===== src/rtl/regfile_pkg.sv =====
// Shared defaults, index typedef and index-width helper for the multi-port register file.
package regfile_pkg;

  localparam int DATA_WIDTH_DEF = 64;
  localparam int NUM_REGS_DEF   = 32;
  localparam int NUM_READ_DEF   = 2;

  typedef logic [$clog2(NUM_REGS_DEF)-1:0] reg_idx_t;

  function automatic int idx_width(input int num_regs);
    return (num_regs > 1) ? $clog2(num_regs) : 1;
  endfunction

endpackage


===== src/rtl/regfile_if.sv =====
// Decode-stage bus of the register file: one write, one reserve and NUM_READ packed read ports.
interface regfile_if
  import regfile_pkg::*;
#(
  parameter int DATA_WIDTH = DATA_WIDTH_DEF,
  parameter int NUM_REGS   = NUM_REGS_DEF,
  parameter int NUM_READ   = NUM_READ_DEF,
  parameter int IDX_W      = idx_width(NUM_REGS)
);

  logic                           RegWrite;
  logic [IDX_W-1:0]               WriteRegister;
  logic [DATA_WIDTH-1:0]          WriteData;
  logic                           Reserve;
  logic [IDX_W-1:0]               ReserveRegister;
  logic [NUM_READ*IDX_W-1:0]      ReadRegister;
  logic [NUM_READ*DATA_WIDTH-1:0] ReadData;
  logic [NUM_READ-1:0]            ReadPending;

  modport master (
    output RegWrite, WriteRegister, WriteData,
    output Reserve, ReserveRegister, ReadRegister,
    input  ReadData, ReadPending
  );

  modport slave (
    input  RegWrite, WriteRegister, WriteData,
    input  Reserve, ReserveRegister, ReadRegister,
    output ReadData, ReadPending
  );

endinterface


===== src/rtl/regfile_read_port.sv =====
// One combinational read port: index mux, zero-register forcing and pending lookup.
// Write-to-read bypass is compiled in when REGFILE_BYPASS_EN is defined.
module regfile_read_port
  import regfile_pkg::*;
#(
  parameter int DATA_WIDTH = DATA_WIDTH_DEF,
  parameter int NUM_REGS   = NUM_REGS_DEF,
  parameter int ZERO_REG   = NUM_REGS - 1,
  parameter int IDX_W      = idx_width(NUM_REGS)
) (
  input  logic [NUM_REGS-1:0][DATA_WIDTH-1:0] regs,
  input  logic [NUM_REGS-1:0]                 pending,
  input  logic [IDX_W-1:0]                    read_idx,
  input  logic                                wr_en,
  input  logic [IDX_W-1:0]                    wr_idx,
  input  logic [DATA_WIDTH-1:0]               wr_data,
  input  logic                                rsv_en,
  input  logic [IDX_W-1:0]                    rsv_idx,
  output logic [DATA_WIDTH-1:0]               read_data,
  output logic                                read_pending
);

  localparam logic [IDX_W-1:0] ZERO_IDX = IDX_W'(ZERO_REG);

`ifndef REGFILE_BYPASS_EN
  logic unused_bypass_inputs;
  assign unused_bypass_inputs = ^{wr_en, wr_idx, wr_data, rsv_en, rsv_idx};
`endif

  always_comb begin
    read_data    = regs[read_idx];
    read_pending = pending[read_idx];
`ifdef REGFILE_BYPASS_EN
    // A same-cycle write supersedes stored state unless a newer reservation lands on it too.
    if (wr_en && (read_idx == wr_idx)) begin
      read_data    = wr_data;
      read_pending = rsv_en && (rsv_idx == read_idx);
    end
`endif
    if (read_idx == ZERO_IDX) begin
      read_data    = '0;
      read_pending = 1'b0;
    end
  end

endmodule


===== src/rtl/regfile_mp.sv =====
// Parametrised multi-port register file with hard-wired zero register and pending scoreboard.
// Define REGFILE_BYPASS_EN to forward same-cycle writes to the read ports.
module regfile_mp
  import regfile_pkg::*;
#(
  parameter int DATA_WIDTH = DATA_WIDTH_DEF,
  parameter int NUM_REGS   = NUM_REGS_DEF,
  parameter int NUM_READ   = NUM_READ_DEF,
  parameter int ZERO_REG   = NUM_REGS - 1
) (
  input  logic     clk,
  input  logic     reset,
  regfile_if.slave bus
);

  localparam int               IDX_W    = idx_width(NUM_REGS);
  localparam logic [IDX_W-1:0] ZERO_IDX = IDX_W'(ZERO_REG);

  logic [NUM_REGS-1:0][DATA_WIDTH-1:0] regs_q, regs_d;
  logic [NUM_REGS-1:0]                 pending_q, pending_d;
  logic                                wr_en, rsv_en;
  logic                                wr_byp, rsv_byp;

  assign wr_en  = bus.RegWrite && (bus.WriteRegister != ZERO_IDX);
  assign rsv_en = bus.Reserve && (bus.ReserveRegister != ZERO_IDX);

  // Forwarding is suppressed during reset so every output reads zero.
  assign wr_byp  = wr_en && !reset;
  assign rsv_byp = rsv_en && !reset;

  always_comb begin
    regs_d    = regs_q;
    pending_d = pending_q;
    if (wr_en) begin
      regs_d[bus.WriteRegister]    = bus.WriteData;
      pending_d[bus.WriteRegister] = 1'b0;
    end
    // Applied after the write clear: a same-index reserve belongs to a newer producer.
    if (rsv_en) begin
      pending_d[bus.ReserveRegister] = 1'b1;
    end
  end

  always_ff @(posedge clk or posedge reset) begin
    if (reset) begin
      regs_q    <= '0;
      pending_q <= '0;
    end else begin
      regs_q    <= regs_d;
      pending_q <= pending_d;
    end
  end

  for (genvar p = 0; p < NUM_READ; p++) begin : g_read
    regfile_read_port #(
      .DATA_WIDTH (DATA_WIDTH),
      .NUM_REGS   (NUM_REGS),
      .ZERO_REG   (ZERO_REG),
      .IDX_W      (IDX_W)
    ) u_read_port (
      .regs         (regs_q),
      .pending      (pending_q),
      .read_idx     (bus.ReadRegister[p*IDX_W +: IDX_W]),
      .wr_en        (wr_byp),
      .wr_idx       (bus.WriteRegister),
      .wr_data      (bus.WriteData),
      .rsv_en       (rsv_byp),
      .rsv_idx      (bus.ReserveRegister),
      .read_data    (bus.ReadData[p*DATA_WIDTH +: DATA_WIDTH]),
      .read_pending (bus.ReadPending[p])
    );
  end

endmodule


===== src/flat_wrapper.sv =====
// flat-port wrapper written by rule: the top's interface ports become plain ports
module regfile_mp_flat import regfile_pkg::*;
#(
  parameter int DATA_WIDTH = DATA_WIDTH_DEF,
  parameter int NUM_REGS   = NUM_REGS_DEF,
  parameter int NUM_READ   = NUM_READ_DEF,
  parameter int ZERO_REG   = NUM_REGS - 1
)
  (clk, reset, bus_RegWrite, bus_WriteRegister, bus_WriteData, bus_Reserve, bus_ReserveRegister, bus_ReadRegister, bus_ReadData, bus_ReadPending);
  regfile_if #(.DATA_WIDTH(DATA_WIDTH), .NUM_REGS(NUM_REGS), .NUM_READ(NUM_READ)) bus_i ();
  input  logic clk;
  input  logic reset;
  input wire logic [$bits(bus_i.RegWrite)-1:0] bus_RegWrite;
  input wire logic [$bits(bus_i.WriteRegister)-1:0] bus_WriteRegister;
  input wire logic [$bits(bus_i.WriteData)-1:0] bus_WriteData;
  input wire logic [$bits(bus_i.Reserve)-1:0] bus_Reserve;
  input wire logic [$bits(bus_i.ReserveRegister)-1:0] bus_ReserveRegister;
  input wire logic [$bits(bus_i.ReadRegister)-1:0] bus_ReadRegister;
  output wire logic [$bits(bus_i.ReadData)-1:0] bus_ReadData;
  output wire logic [$bits(bus_i.ReadPending)-1:0] bus_ReadPending;
  assign bus_i.RegWrite = bus_RegWrite;
  assign bus_i.WriteRegister = bus_WriteRegister;
  assign bus_i.WriteData = bus_WriteData;
  assign bus_i.Reserve = bus_Reserve;
  assign bus_i.ReserveRegister = bus_ReserveRegister;
  assign bus_i.ReadRegister = bus_ReadRegister;
  assign bus_ReadData = bus_i.ReadData;
  assign bus_ReadPending = bus_i.ReadPending;
  regfile_mp #(.DATA_WIDTH(DATA_WIDTH), .NUM_REGS(NUM_REGS), .NUM_READ(NUM_READ), .ZERO_REG(ZERO_REG)) u_core (.clk(clk), .reset(reset), .bus(bus_i));
endmodule

===== config.mk =====
export PLATFORM = sky130hd
export DESIGN_NAME = regfile_mp_flat
export DESIGN_NICKNAME = d
export VERILOG_FILES = /design/src/rtl/regfile_pkg.sv /design/src/rtl/regfile_if.sv /design/src/rtl/regfile_read_port.sv /design/src/rtl/regfile_mp.sv /design/src/flat_wrapper.sv
export SDC_FILE = /design/constraint.sdc
export NUM_CORES = 2
export LEC_CHECK = 0
export ABC_CLOCK_PERIOD_IN_PS = 66600
export CORE_AREA = 2 2 471 473
export DETAILED_ROUTE_END_ITERATION = 7
export DIE_AREA = 0 0 473 475
export PLACE_DENSITY = 0.77
export SKIP_LAST_GASP = 1
export SLEW_MARGIN = 20
export SYNTH_ARGS = -nofsm -noshare
export SYNTH_HDL_FRONTEND = slang
export SYNTH_SLANG_ARGS = --single-unit

===== constraint.sdc =====
create_clock -name clk -period 66.6 [get_ports clk]
set_input_delay 6.66 -clock clk [delete_from_list [all_inputs] [get_ports clk]]
set_output_delay 6.66 -clock clk [all_outputs]
set_load 0.02 [all_outputs]

==> results by group <==
Run status
  – Outcome: completed

Logic synthesis
  – Yosys Warn Count: 0
  – Cell count after synthesis: 7418
  – Syn Area/Cell: 14.8 um2
  – Post-synth cell types: 48
  – Area leader, netlist: dfrtp_1
  – Seq/Total Area, Yosys: 0.476
  – Syn nets: 7506
  – Post-synth top flop: dfrtp_1
  – Largest cells by area after synthesis: dfrtp_1 48%, mux2_2 21%, mux4_2 17%, mux2i_1 4.7%, clkbuf_1 1.7%
  – Yosys top cell area share: 0.476
  – Asr flop ratio synth: 1.00
  – Synth Register Bits: 2080
  – Number of flops mapped to enable cells by yosys: 0
  – Post-synthesis cell area: 109000 um2

Flow run
  – Max Cap Viol: 0

Final layout
  – Nets@finish: 7232
  – Share of cells above drive strength 1: 0.464
  – Area delta synth->final: 9.74%
  – Fillers: 17100
  – Most frequent cells in the layout: 2080 x dfrtp_1, 1998 x mux2_2, 805 x mux4_2
  – Most common cell after layout, fill and taps aside: dfrtp_1

Pwr
  – Net Sw Frac: 0.277
  – Internal Power: 2640 uW
  – Tot Pwr: 3650 uW
  – Psw: 1010 uW
  – Max rail drop VDD: 0.0000252 V
  – Clock Power Share: 0.335
  – Comb power frac: 0.203
  – Pwr/cell area: 30.4 nW/um2
  – Register share of total power: 0.462
  – Static leakage: 0.0517 uW

Timing
  – F_max: 0.0537 GHz
  – Tmin final: 18.62 ns
  – Final Max Slew Viols: 0
  – # setup viols final: 0
  – Worst slew pin tran: 1.29 ns
  – Final Hold Vio Count: 0
  – Final Cycle Share: 0.280
  – Clock skew: 0 ns
  – RSZ-0062 raised after global routing: no
  – Final setup TNS: 0 ns
  – Slew headroom: 0.138

Die
  – Die Area: 225000 um2
  – Cell row count: 172
  – Ports: 218
  – Die width: 473 um
  – Die Y: 475 um
  – Initial core utilization: 0.500
  – CORE AREA: 219000 um2

Route
  – Drt via density: 7.17
  – Drt drc: 0
  – Post-route ant nets: 0
  – Routed via count: 73100
  – WL per Instance: 34.5 um
  – DRT Wirelength: 352000 um
  – DR iter-0 viols: 9304
  – DR pass1 iterations: 5

Critical path
  – Crit-path cells: buf_8, buf_4, buf_4, buf_4, mux4_2, a22o_1, a2111oi_0, a211oi_1, clkdlybuf4s50_1
  – Most used cell, CP: buf_4
  – WS Path Type: in2out
  – Max incr delay on CP: 0.91 ns
  – Endpoint class of the critical path: output pin
  – Crit path required time: 59.94 ns
  – Critical path arrival: 11.96 ns
  – CP max stage cell: buf_4
  – CP max FO: 70
  – Startpoint types: input pin

GRT
  – Vias in the first global route: 74900
  – Initial antenna violation count: 39
  – GRT Overall Usage: 0.311
  – Gr ovfl total: 0
  – Largest net degree at the start of global routing: 164
  – First-pass GRT wire length: 515000 um

Hold path
  – Worst hold path type: reg2reg

Place
  – DPL Wire Length: 191000 um
  – IO Port Bufs: 217
  – GPL Wtd Cong: 0.857

CTS
  – Root Driver: clkbuf_16
  – Post-cts resize count: 0
  – Clock buffer depth: 3
  – Clock buffer count from CTS: 208
  – Clock transition at path regs: 0.06 ns
  – Post-CTS Setup Inserts: 0
  – Clock Latency Late Sink: 0.86 ns
  – H-tree depth: 4
  – CTS tree: yes
  – Cts-stage hold buffer count: 0
  – CTS sink cnt: 2080
-- synthesized netlist by cell type (6+ instances only) --
cell          n
dfrtp_1    2080
mux2_2     1998
mux4_2      805
mux2i_1     519
clkbuf_1    499
buf_2       277
nand2_1     179
o22ai_1     126
a2111oi_0   124
a22oi_1     105
a22o_1       83
a211oi_1     72
a21oi_1      72
o221ai_1     70
o21ai_0      58
buf_4        55
nor2_1       43
nand4_1      33
a221oi_1     31
o211ai_1     31
buf_6        29
buf_1        19
mux2_1       18
nor2b_1      15
inv_1         9
nand3_1       9
nor2_2        8
nand3b_1      7
nor3b_1       6
-- metal layers --
layer / track usage / share of wire / vias to the layer above
li1: - / - / 28200
met1: 0.412 / 0.38 / 39000
met2: 0.471 / 0.45 / 4764
met3: 0.0757 / 0.11 / 1169
met4: 0.176 / 0.063 / 28
met5: 0 / 0.00046 / -
-- sequential cells by signal (all words and copies together), names as in the netlist --
signal and flops:
u_core.pending_q 32, u_core.regs_q 2048
-- final cells by class --
class                   instances  area, um2  share of cell area
flip-flops and latches       2080      52000               0.433
inverters                      10       50.0            0.000417
clock inverters                71        769             0.00641
multi-input cells            4449      53700               0.447
diodes                         17       42.5            0.000354
well taps                    2871       3590              0.0299
clock buffers                 314       6300              0.0524
repair buffers                395       3610              0.0301
-- critical path: cells and delay by family --
kind	cells	cell delay [ns]
buffers and inverters	5	3.57
AO/OA/AOI/OAI	3	0.99
multiplexers	1	0.61
-- power groups by stage --
stage               Sequential, uW  Combinational, uW  Clock, uW
floorplan                     1650                576          0
global placement              1670                710          0
detailed placement            1700                735          0
CTS                           1680                739       1230
global route                  1710                788       1280
finish                        1690                743       1220
-- worst paths after layout --
kind	from	to	slack (ns)	cells past startpoint
worst max-delay path	bus_ReadRegister[5]	bus_ReadData[106]	47.98	9
worst min-delay path	u_core.regs_q[2046]	u_core.regs_q[2046]	0.39	0
worst max register to register	u_core.regs_q[440]	u_core.regs_q[440]	65.76	1
worst min register to register	u_core.regs_q[2046]	u_core.regs_q[2046]	0.39	0
max in group asynchronous	reset	u_core.regs_q[789]	55.70	7
min in group asynchronous	reset	u_core.regs_q[1150]	6.32	2
-- kinds of logic after synthesis --
logic type | count (synthesis) | synth area share
mux | 3340 | 0.420
flops | 2080 | 0.476
buf+inv | 889 | 0.0375
compound gates | 783 | 0.0528
simple gates | 326 | 0.0136
-- per-stage QoR --
| stage | utilization | setup slack, ns | instance area [um2] | std cells | hold slack (ns) |
|---|---|---|---|---|---|
| after floorplan | - | 1.18 | 109000 | 7418 | 0.429 |
| after global placement | 0.516 | 48.02 | 113000 | 9805 | 0.365 |
| after detailed placement | 0.516 | 47.99 | 113000 | 9805 | 0.368 |
| after CTS | 0.548 | 47.98 | 120000 | 10200 | 0.382 |
| after global routing | 0.548 | 47.60 | 120000 | 10200 | 0.391 |
| final | 0.548 | 47.98 | 120000 | 10200 | 0.385 |
(Power assumes the default switching activity.)
